<file path="src/rtl/fetch_prefetch_queue.sv">
// Instruction prefetch queue: keeps one fetch outstanding on the instruction bus and
// buffers up to DEPTH {pc, instr} pairs for execute, with redirect flush.
module fetch_prefetch_queue #(
  parameter int                DEPTH    = 4,
  parameter int                ADDR_W   = 32,
  parameter int                DATA_W   = 32,
  parameter logic [ADDR_W-1:0] RESET_PC = 'h200,
  parameter int                PC_STEP  = 4
) (
  input  logic                         CLK,
  input  logic                         nRST,
  input  logic                         redirect,
  input  logic [ADDR_W-1:0]            redirect_pc,
  output logic [ADDR_W-1:0]            bus_addr,
  output logic                         bus_ren,
  input  logic                         bus_busy,
  input  logic [DATA_W-1:0]            bus_rdata,
  output logic                         out_valid,
  input  logic                         out_ready,
  output logic [DATA_W-1:0]            out_instr,
  output logic [ADDR_W-1:0]            out_pc,
  output logic [$clog2(DEPTH+1)-1:0]   count
);

  localparam int PW = $clog2(DEPTH);
  localparam int CW = $clog2(DEPTH+1);

  logic [ADDR_W-1:0] fetch_pc_q, fetch_pc_d;
  logic [ADDR_W-1:0] req_addr_q, req_addr_d;
  logic              inflight_q, inflight_d;
  logic              discard_q, discard_d;
  logic [PW-1:0]     head_q, head_d;
  logic [PW-1:0]     tail_q, tail_d;
  logic [CW-1:0]     count_q, count_d;
  logic [ADDR_W-1:0] pc_mem_q    [DEPTH];
  logic [DATA_W-1:0] instr_mem_q [DEPTH];

  logic complete;
  logic push;
  logic pop;
  logic has_room;

  assign complete  = inflight_q & ~bus_busy;
  assign has_room  = (count_q != CW'(DEPTH));
  assign push      = complete & ~discard_q & ~redirect;
  assign out_valid = (count_q != '0) & ~redirect;
  assign pop       = out_valid & out_ready;

  assign bus_ren   = inflight_q;
  assign bus_addr  = req_addr_q;
  assign out_instr = instr_mem_q[head_q];
  assign out_pc    = pc_mem_q[head_q];
  assign count     = count_q;

  always_comb begin
    fetch_pc_d = fetch_pc_q;
    req_addr_d = req_addr_q;
    inflight_d = inflight_q;
    discard_d  = discard_q;
    head_d     = head_q;
    tail_d     = tail_q;
    count_d    = count_q;

    if (redirect) begin
      head_d     = '0;
      tail_d     = '0;
      count_d    = '0;
      fetch_pc_d = redirect_pc;
      if (inflight_q) begin
        // Held request must finish on the bus; its data is dropped later.
        if (complete) begin
          inflight_d = 1'b0;
          discard_d  = 1'b0;
        end else begin
          discard_d  = 1'b1;
        end
      end else begin
        inflight_d = 1'b1;
        req_addr_d = redirect_pc;
        discard_d  = 1'b0;
      end
    end else begin
      if (complete) begin
        inflight_d = 1'b0;
        discard_d  = 1'b0;
        if (!discard_q) begin
          tail_d     = tail_q + PW'(1);
          fetch_pc_d = fetch_pc_q + ADDR_W'(PC_STEP);
        end
      end else if (!inflight_q && has_room) begin
        inflight_d = 1'b1;
        req_addr_d = fetch_pc_q;
      end

      if (pop) head_d = head_q + PW'(1);

      case ({push, pop})
        2'b10:   count_d = count_q + CW'(1);
        2'b01:   count_d = count_q - CW'(1);
        default: count_d = count_q;
      endcase
    end
  end

  always_ff @(posedge CLK or negedge nRST) begin
    if (!nRST) begin
      fetch_pc_q <= RESET_PC;
      req_addr_q <= RESET_PC;
      inflight_q <= 1'b0;
      discard_q  <= 1'b0;
      head_q     <= '0;
      tail_q     <= '0;
      count_q    <= '0;
    end else begin
      fetch_pc_q <= fetch_pc_d;
      req_addr_q <= req_addr_d;
      inflight_q <= inflight_d;
      discard_q  <= discard_d;
      head_q     <= head_d;
      tail_q     <= tail_d;
      count_q    <= count_d;
    end
  end

  always_ff @(posedge CLK or negedge nRST) begin
    if (!nRST) begin
      for (int i = 0; i < DEPTH; i++) begin
        pc_mem_q[i]    <= '0;
        instr_mem_q[i] <= '0;
      end
    end else if (push) begin
      pc_mem_q[tail_q]    <= fetch_pc_q;
      instr_mem_q[tail_q] <= bus_rdata;
    end
  end

endmodule

</file>
<file path="config.mk">
export PLATFORM = sky130hd
export DESIGN_NAME = fetch_prefetch_queue
export DESIGN_NICKNAME = d
export VERILOG_FILES = /design/src/rtl/fetch_prefetch_queue.sv
export SDC_FILE = /design/constraint.sdc
export NUM_CORES = 1
export LEC_CHECK = 0
export ABC_AREA = 1
export BUFFER_PORTS_ARGS = -buffer_cell sky130_fd_sc_hd__buf_4
export CORE_MARGIN = 3
export CORE_UTILIZATION = 40
export DETAILED_ROUTE_END_ITERATION = 12
export PLACE_DENSITY = 0.65
export SYNTH_ARGS = -nofsm -noshare
export SYNTH_HDL_FRONTEND = slang
export SYNTH_SLANG_ARGS = --single-unit
</file>
<file path="constraint.sdc">
create_clock -name CLK -period 2.76 [get_ports CLK]
set_input_delay 0.276 -clock CLK [delete_from_list [all_inputs] [get_ports CLK]]
set_output_delay 0.276 -clock CLK [all_outputs]
set_load 0.01 [all_outputs]
</file>
After elaboration in Yosys (flattened, before gate mapping)
Cells that the tools add are included.
{"block": "totals", "rom_bits": 0, "output_inout_bits": 101, "ram_bits": 0, "latchBits": 0, "regBits": 329, "n_memories": 0, "wordCells": 82, "input_bits": 69}
{"block": "classes", "n_eq_ne": 6, "bitwise": 10, "magnitude_cmp": 3, "n_reduce_logical": 11, "shift": 0, "mul": 0, "mux": 32, "n_div": 0, "addsub": 5}
{"cell": "$mux W32", "n": 12}
{"cell": "$bwmux W128", "n": 2}
{"cell": "$bmux W32 S2", "n": 2}
{"cell": "$demux W32 S2", "n": 1}
{"cell": "$add A32 B3 Y32 const B", "n": 1}
{"cell": "$mux W2", "n": 5}
{"cell": "$reduce_bool A3 Y1", "n": 3}
{"cell": "$mux W1", "n": 8}
{"cell": "$ge A3 B3 Y1 const B", "n": 2}
{"cell": "$ne A2 B2 Y1 const B", "n": 3}
{"cell": "$not A2 Y3", "n": 2}
{"cell": "$pmux W3 S2", "n": 1}
{"cell": "$reduce_bool A2 Y1", "n": 3}
{"cell": "$and A1 B1 Y1", "n": 5}
{"cell": "$add A2 B1 Y2 const B", "n": 2}
{"cell": "$add A3 B1 Y3 const B", "n": 1}
{"cell": "$lt A3 B1 Y1 const B", "n": 1}
{"cell": "$mux W3", "n": 1}
{"cell": "$ne A3 B3 Y1 const B", "n": 1}
{"cell": "$not A1 Y1", "n": 3}
{"cell": "$reduce_and A3 Y1", "n": 1}
{"cell": "$sub A3 B1 Y3 const B", "n": 1}
{"cell": "$eq A2 B1 Y1 const B", "n": 1}
{"cell": "$eq A2 B2 Y1 const B", "n": 1}
{"cell": "3 further kinds", "n": 4}

Longest topological paths before layout
{"block": "depth", "word_depth": 7, "depth_mapped": 12, "mapped_depth_nobuf": 11}

Worst setup path after synthesis
OpenSTA, ideal clock, no wires.
{"block": "synth_path", "path_type": "reg-to-reg", "start": "register count_q[0], in the netlist count[0]", "end": "register count_q[2], in the netlist count[2]", "path_buffers": 0, "arrival_time_ns": 1.778, "synth_period_minus_slack_ns": 1.894, "path_slack_ns": 0.866, "setup_ns": 0.117, "required_ns": 2.643, "stages_incl_launch_ff": 10, "path_cell_list": "dfrtp_1 > nor2_1 > o21ai_2 > nand2_2 > nor2_1 > fa_1 > xor2_1 > xor2_1 > nand2_1 > nand2_1"}
{"block": "synth_between", "elab_chain_len": 6, "word_cells_on_any_way": 10, "cone_classes": "add/sub (2); eq/ne (2); mux (2); bitwise (2); reduce/logical (2)"}
{"element": "from (decl)", "line_no": "34", "rtl": "logic [CW-1:0] count_q, count_d;"}
{"element": "from (signal assigned)", "line_no": "121", "rtl": "count_q <= count_d;"}
{"element": "$reduce_bool A3 Y1 (*)", "line_no": "46", "rtl": "assign out_valid = (count_q != '0) & ~redirect;"}
{"element": "$and A1 B1 Y1 (*)", "line_no": "46"}
{"element": "via out_valid", "line_no": "18", "rtl": "output logic out_valid,"}
{"element": "$and A1 B1 Y1 (*)", "line_no": "47", "rtl": "assign pop = out_valid & out_ready;"}
{"element": "$eq A2 B1 Y1 or $eq A2 B2 Y1 (tied branches)", "line_no": "97", "rtl": "case ({push, pop})"}
{"element": "$pmux W3 S2", "line_no": "97"}
{"element": "$mux W3", "line_no": "64", "rtl": "if (redirect) begin"}
The timed path passes the listed nets; every way through them passes the cells marked *.
A chain may end at the register's enable or synchronous reset.

Worst setup path in the final report
{"block": "layout_path", "start": "register head_q[0]", "end": "output port out_pc[14]"}
{"block": "layout_between", "elab_chain_len": 4}
{"element": "from (decl)", "line_no": "32", "rtl": "logic [PW-1:0] head_q, head_d;"}
{"element": "from (signal assigned)", "line_no": "111", "rtl": "head_q <= '0;"}
{"element": "from (signal assigned)", "line_no": "119", "rtl": "head_q <= head_d;"}
{"element": "$not A2 Y3 (implied by the code)", "line_no": "52", "rtl": "assign out_pc = pc_mem_q[head_q];"}
{"element": "$bmux W32 S2", "line_no": "52"}
{"element": "$mux W32 (implied by the code) (2 in a row)", "line_no": "52"}
{"element": "to (decl)", "line_no": "21", "rtl": "output logic [ADDR_W-1:0] out_pc,"}
No other way between the ends. The select of a mux whose other input is x is not followed.

==> impl_metrics.ini <==
[job]
maxCapViolations = 0

[synth]
synthFlopType = dfrtp_1
synth_top_area_share_pct = 53.0
yosysSeqAreaShare_pct = 53.4
synth-xor-area-share_pct = 0.170
synthSimpleGateAreaFrac_pct = 18.2
syn-num-nets = 1863
ys_top_cells_by_count = 443 x nand2_1, 327 x dfrtp_1, 210 x o21ai_1
ys_async_sr_fraction_pct = 100
synth_edf_count = 0
syn_area_um2 = 15400
synth.area.mux_share_pct = 0
synth.largest_area_cell = dfrtp_1
synth-compound-area-share_pct = 19.5
synthDistinctLibCells = 38
synthCells = 1788
synthAdderAreaFrac_pct = 0.535
synth_area_leaders = dfrtp_1 53%, nand2_1 11%, o21ai_1 6.8%
ys_ff_latch = 329
avgSynthCellArea_um2 = 8.63
ys_warn_count = 0
synth_top_family_by_area = compound AO/OA/AOI/OAI gates
yosysMostFrequentCell = nand2_1

[sta]
worstMarginPinSlew_ns = 0.771
period_share_pct = 95.8
hold_viol = 0
relSlewSlack_pct = 48.6
fin_skew_ns = 0.0252
rsz0062_at_grt = false
tns_ns = 0
setup_viol = 0
clock.fmax_mhz = 378
slew_violations = 0
finalCriticalPeriod_ns = 2.64

[layout]
syn2layout_area_growth_pct = 17.8
nNetsFinal = 1990
final_util_pct = 48.0
drive_gt1_share_pct = 17.4
diodes = 0

[global_route]
grt_util_all_layers_pct = 19.9
grt_overflow = 0
grt_max_degree = 81
antenna_found_initial = 0
grt_pass1_wl_mm = 66.8
grt_pass1_vias = 12270

[routing]
wl_per_cell_um = 16.7
drt_iter0_drc = 1019
post-route-drc-count = 0
viasPerCell = 5.18
postRouteAntennaNets = 0
routed_wl_mm = 41.0
vias = 12715
dr.pass1.iters = 6

[power]
pwr-share-clk_pct = 26.6
power_switching_mw = 6.59
intPower_mw = 12.1
share_comb_of_total_power_pct = 33.1
p_seq_share_pct = 40.3
swShare_pct = 35.3
power.density_nw_per_um2 = 1030
ir_drop_mv = 0.597
p_leak_nw = 8.75

[clock_network]
cts_setup_buffers = 0
cts_tree = done
root_buffer = clkbuf_16
cts.clk_slew.worst_paths_ns = 0.06
cts_buffer_depth = 3
cts_made_buffers = 37
htree_levels = 2
clk_latency_ns = 0.53
clkSinkCount = 329

[floorplan]
core_area_um2 = 37800
initial_core_util_pct = 40.8
die-width_um = 202
io_pins = 170
row_count = 71
die_h_um = 202
dieArea_um2 = 41000

[run_status]
status = completed

[setup_path]
crit_chain = inv_4 -> buf_6 -> o21ai_0 -> o22ai_1 -> buf_4
slowest_delay_ns = 0.66
crit_path_start_kind = flip-flop
required_ns = 2.48
cpLargestDelayFamily = buffers and inverters
crit_slowest_cell = dfrtp_4
crit_fanout = 35
cp.arrival_ns = 2.37
critPathCaptureType = output pin
crit_buf_inv = 3
path_class = flip-flop to output pin

[placement]
post-dp-hpwl_mm = 26.1
gp_congestion = 0.857
portBuffers = 169

[hold_path]
hold_class = input port to flip-flop
[state kept, by name, summed over array words and instances, names as in the netlist]
signal and count:
bus_addr 32, fetch_pc_q 32, instr_mem_q 128, bus_ren 1, discard_q 1, tail_q 2
head_q 2, pc_mem_q 128, count 3
[cell type report]
cell class	instances	area, um2
Fill cell	3699	19700
Sequential cell	329	8240
Multi-Input combinational cell	1242	5930
Timing Repair Buffer	208	1770
Clock buffer	53	1100
Tap cell	511	639
Inverter	97	374
Clock inverter	13	125
[power by group through the flow]
stage          registers (mW)  clock network (mW)  logic [mW]
2_1_floorplan            7.40                   0        3.72
3_5_place_dp             7.57                   0        6.23
3_3_place_gp             7.54                   0        6.11
5_1_grt                  7.74                5.30        6.94
4_1_cts                  7.51                5.09        6.26
6_report                 7.54                4.97        6.18
[worst min-delay path: cells and delay by family]
family,cells,cell delay [ns]
buf+inv,1,0.12
compound gates,1,0.08
simple gates,1,0.06
[placed cells by master, fill, tap and decap left out, types with 3 or more instances in the layout]
cell and n:
nand2_1 443, dfrtp_1 325, o21ai_1 210, buf_4 183
nor2_1 177, o21ai_0 168, inv_1 92, o22ai_1 65
o21ai_2 50, nand3_1 41, clkbuf_16 39, a31oi_1 19
buf_12 14, nor3_1 12, a21oi_1 9, nand4_1 8
clkinv_2 8, dlygate4sd3_1 8, clkbuf_1 7, clkbuf_8 7
o211ai_1 6, nand2_2 5, nand2_4 5, ha_1 5
nor2_4 3, nor2_2 3
[worst paths after layout]
| path | to | from | cells past startpoint | slack [ns] |
|---|---|---|---|---|
| worst min register to register | instr_mem_q[76] | instr_mem_q[76] | 2 | 0.48 |
| max in group asynchronous | instr_mem_q[84] | nRST | 3 | 1.61 |
| worst max-delay path | out_pc[14] | head_q[0] | 5 | 0.12 |
| min in group asynchronous | instr_mem_q[10] | nRST | 2 | 0.29 |
| worst min-delay path | bus_addr[11] | redirect_pc[11] | 3 | 0.04 |
| worst max register to register | count[2] | count[1] | 9 | 0.64 |
[logic make-up (layout without fill, tap and decap cells)]
| kind of cell | after synthesis | after routing |
|---|---|---|
| simple gates | 700 | 700 |
| compound gates | 533 | 533 |
| flops | 329 | 329 |
| buf+inv | 217 | 371 |
| fa+ha+maj | 6 | 6 |
| xor+xnor | 3 | 3 |
[layer usage]
| layer | part of all wire (%) | global-route usage [%] | vias up |
|---|---|---|---|
| li1 | - | - | 6204 |
| met1 | 47 | 28.6 | 6077 |
| met2 | 44 | 31.2 | 374 |
| met3 | 6.2 | 3.49 | 60 |
| met4 | 2.2 | 5.20 | 0 |
| met5 | 0 | 0 | - |
[metrics by stage]
stage	instance area [um2]	hold slack [ns]	setup slack [ns]	power [mW]	cells
detailed placement	16900	0.258	0.580	13.8	2379
floorplan	15400	-0.0196	0.866	11.1	1788
finish	18200	0.0429	0.116	18.7	2453
global placement	16900	0.257	0.585	13.6	2379
global route	18200	0.0355	0.0137	20.0	2453
CTS	18200	0.0168	0.00468	18.9	2453
[repair_timing]
action / in CTS / in global routing
setup endpoints to repair: 0 / 8
hold buffers: 8 / 0
hold endpoints to repair: 64 / 0
resized for setup: 0 / 2
Power figures use the tool's default switching activity.
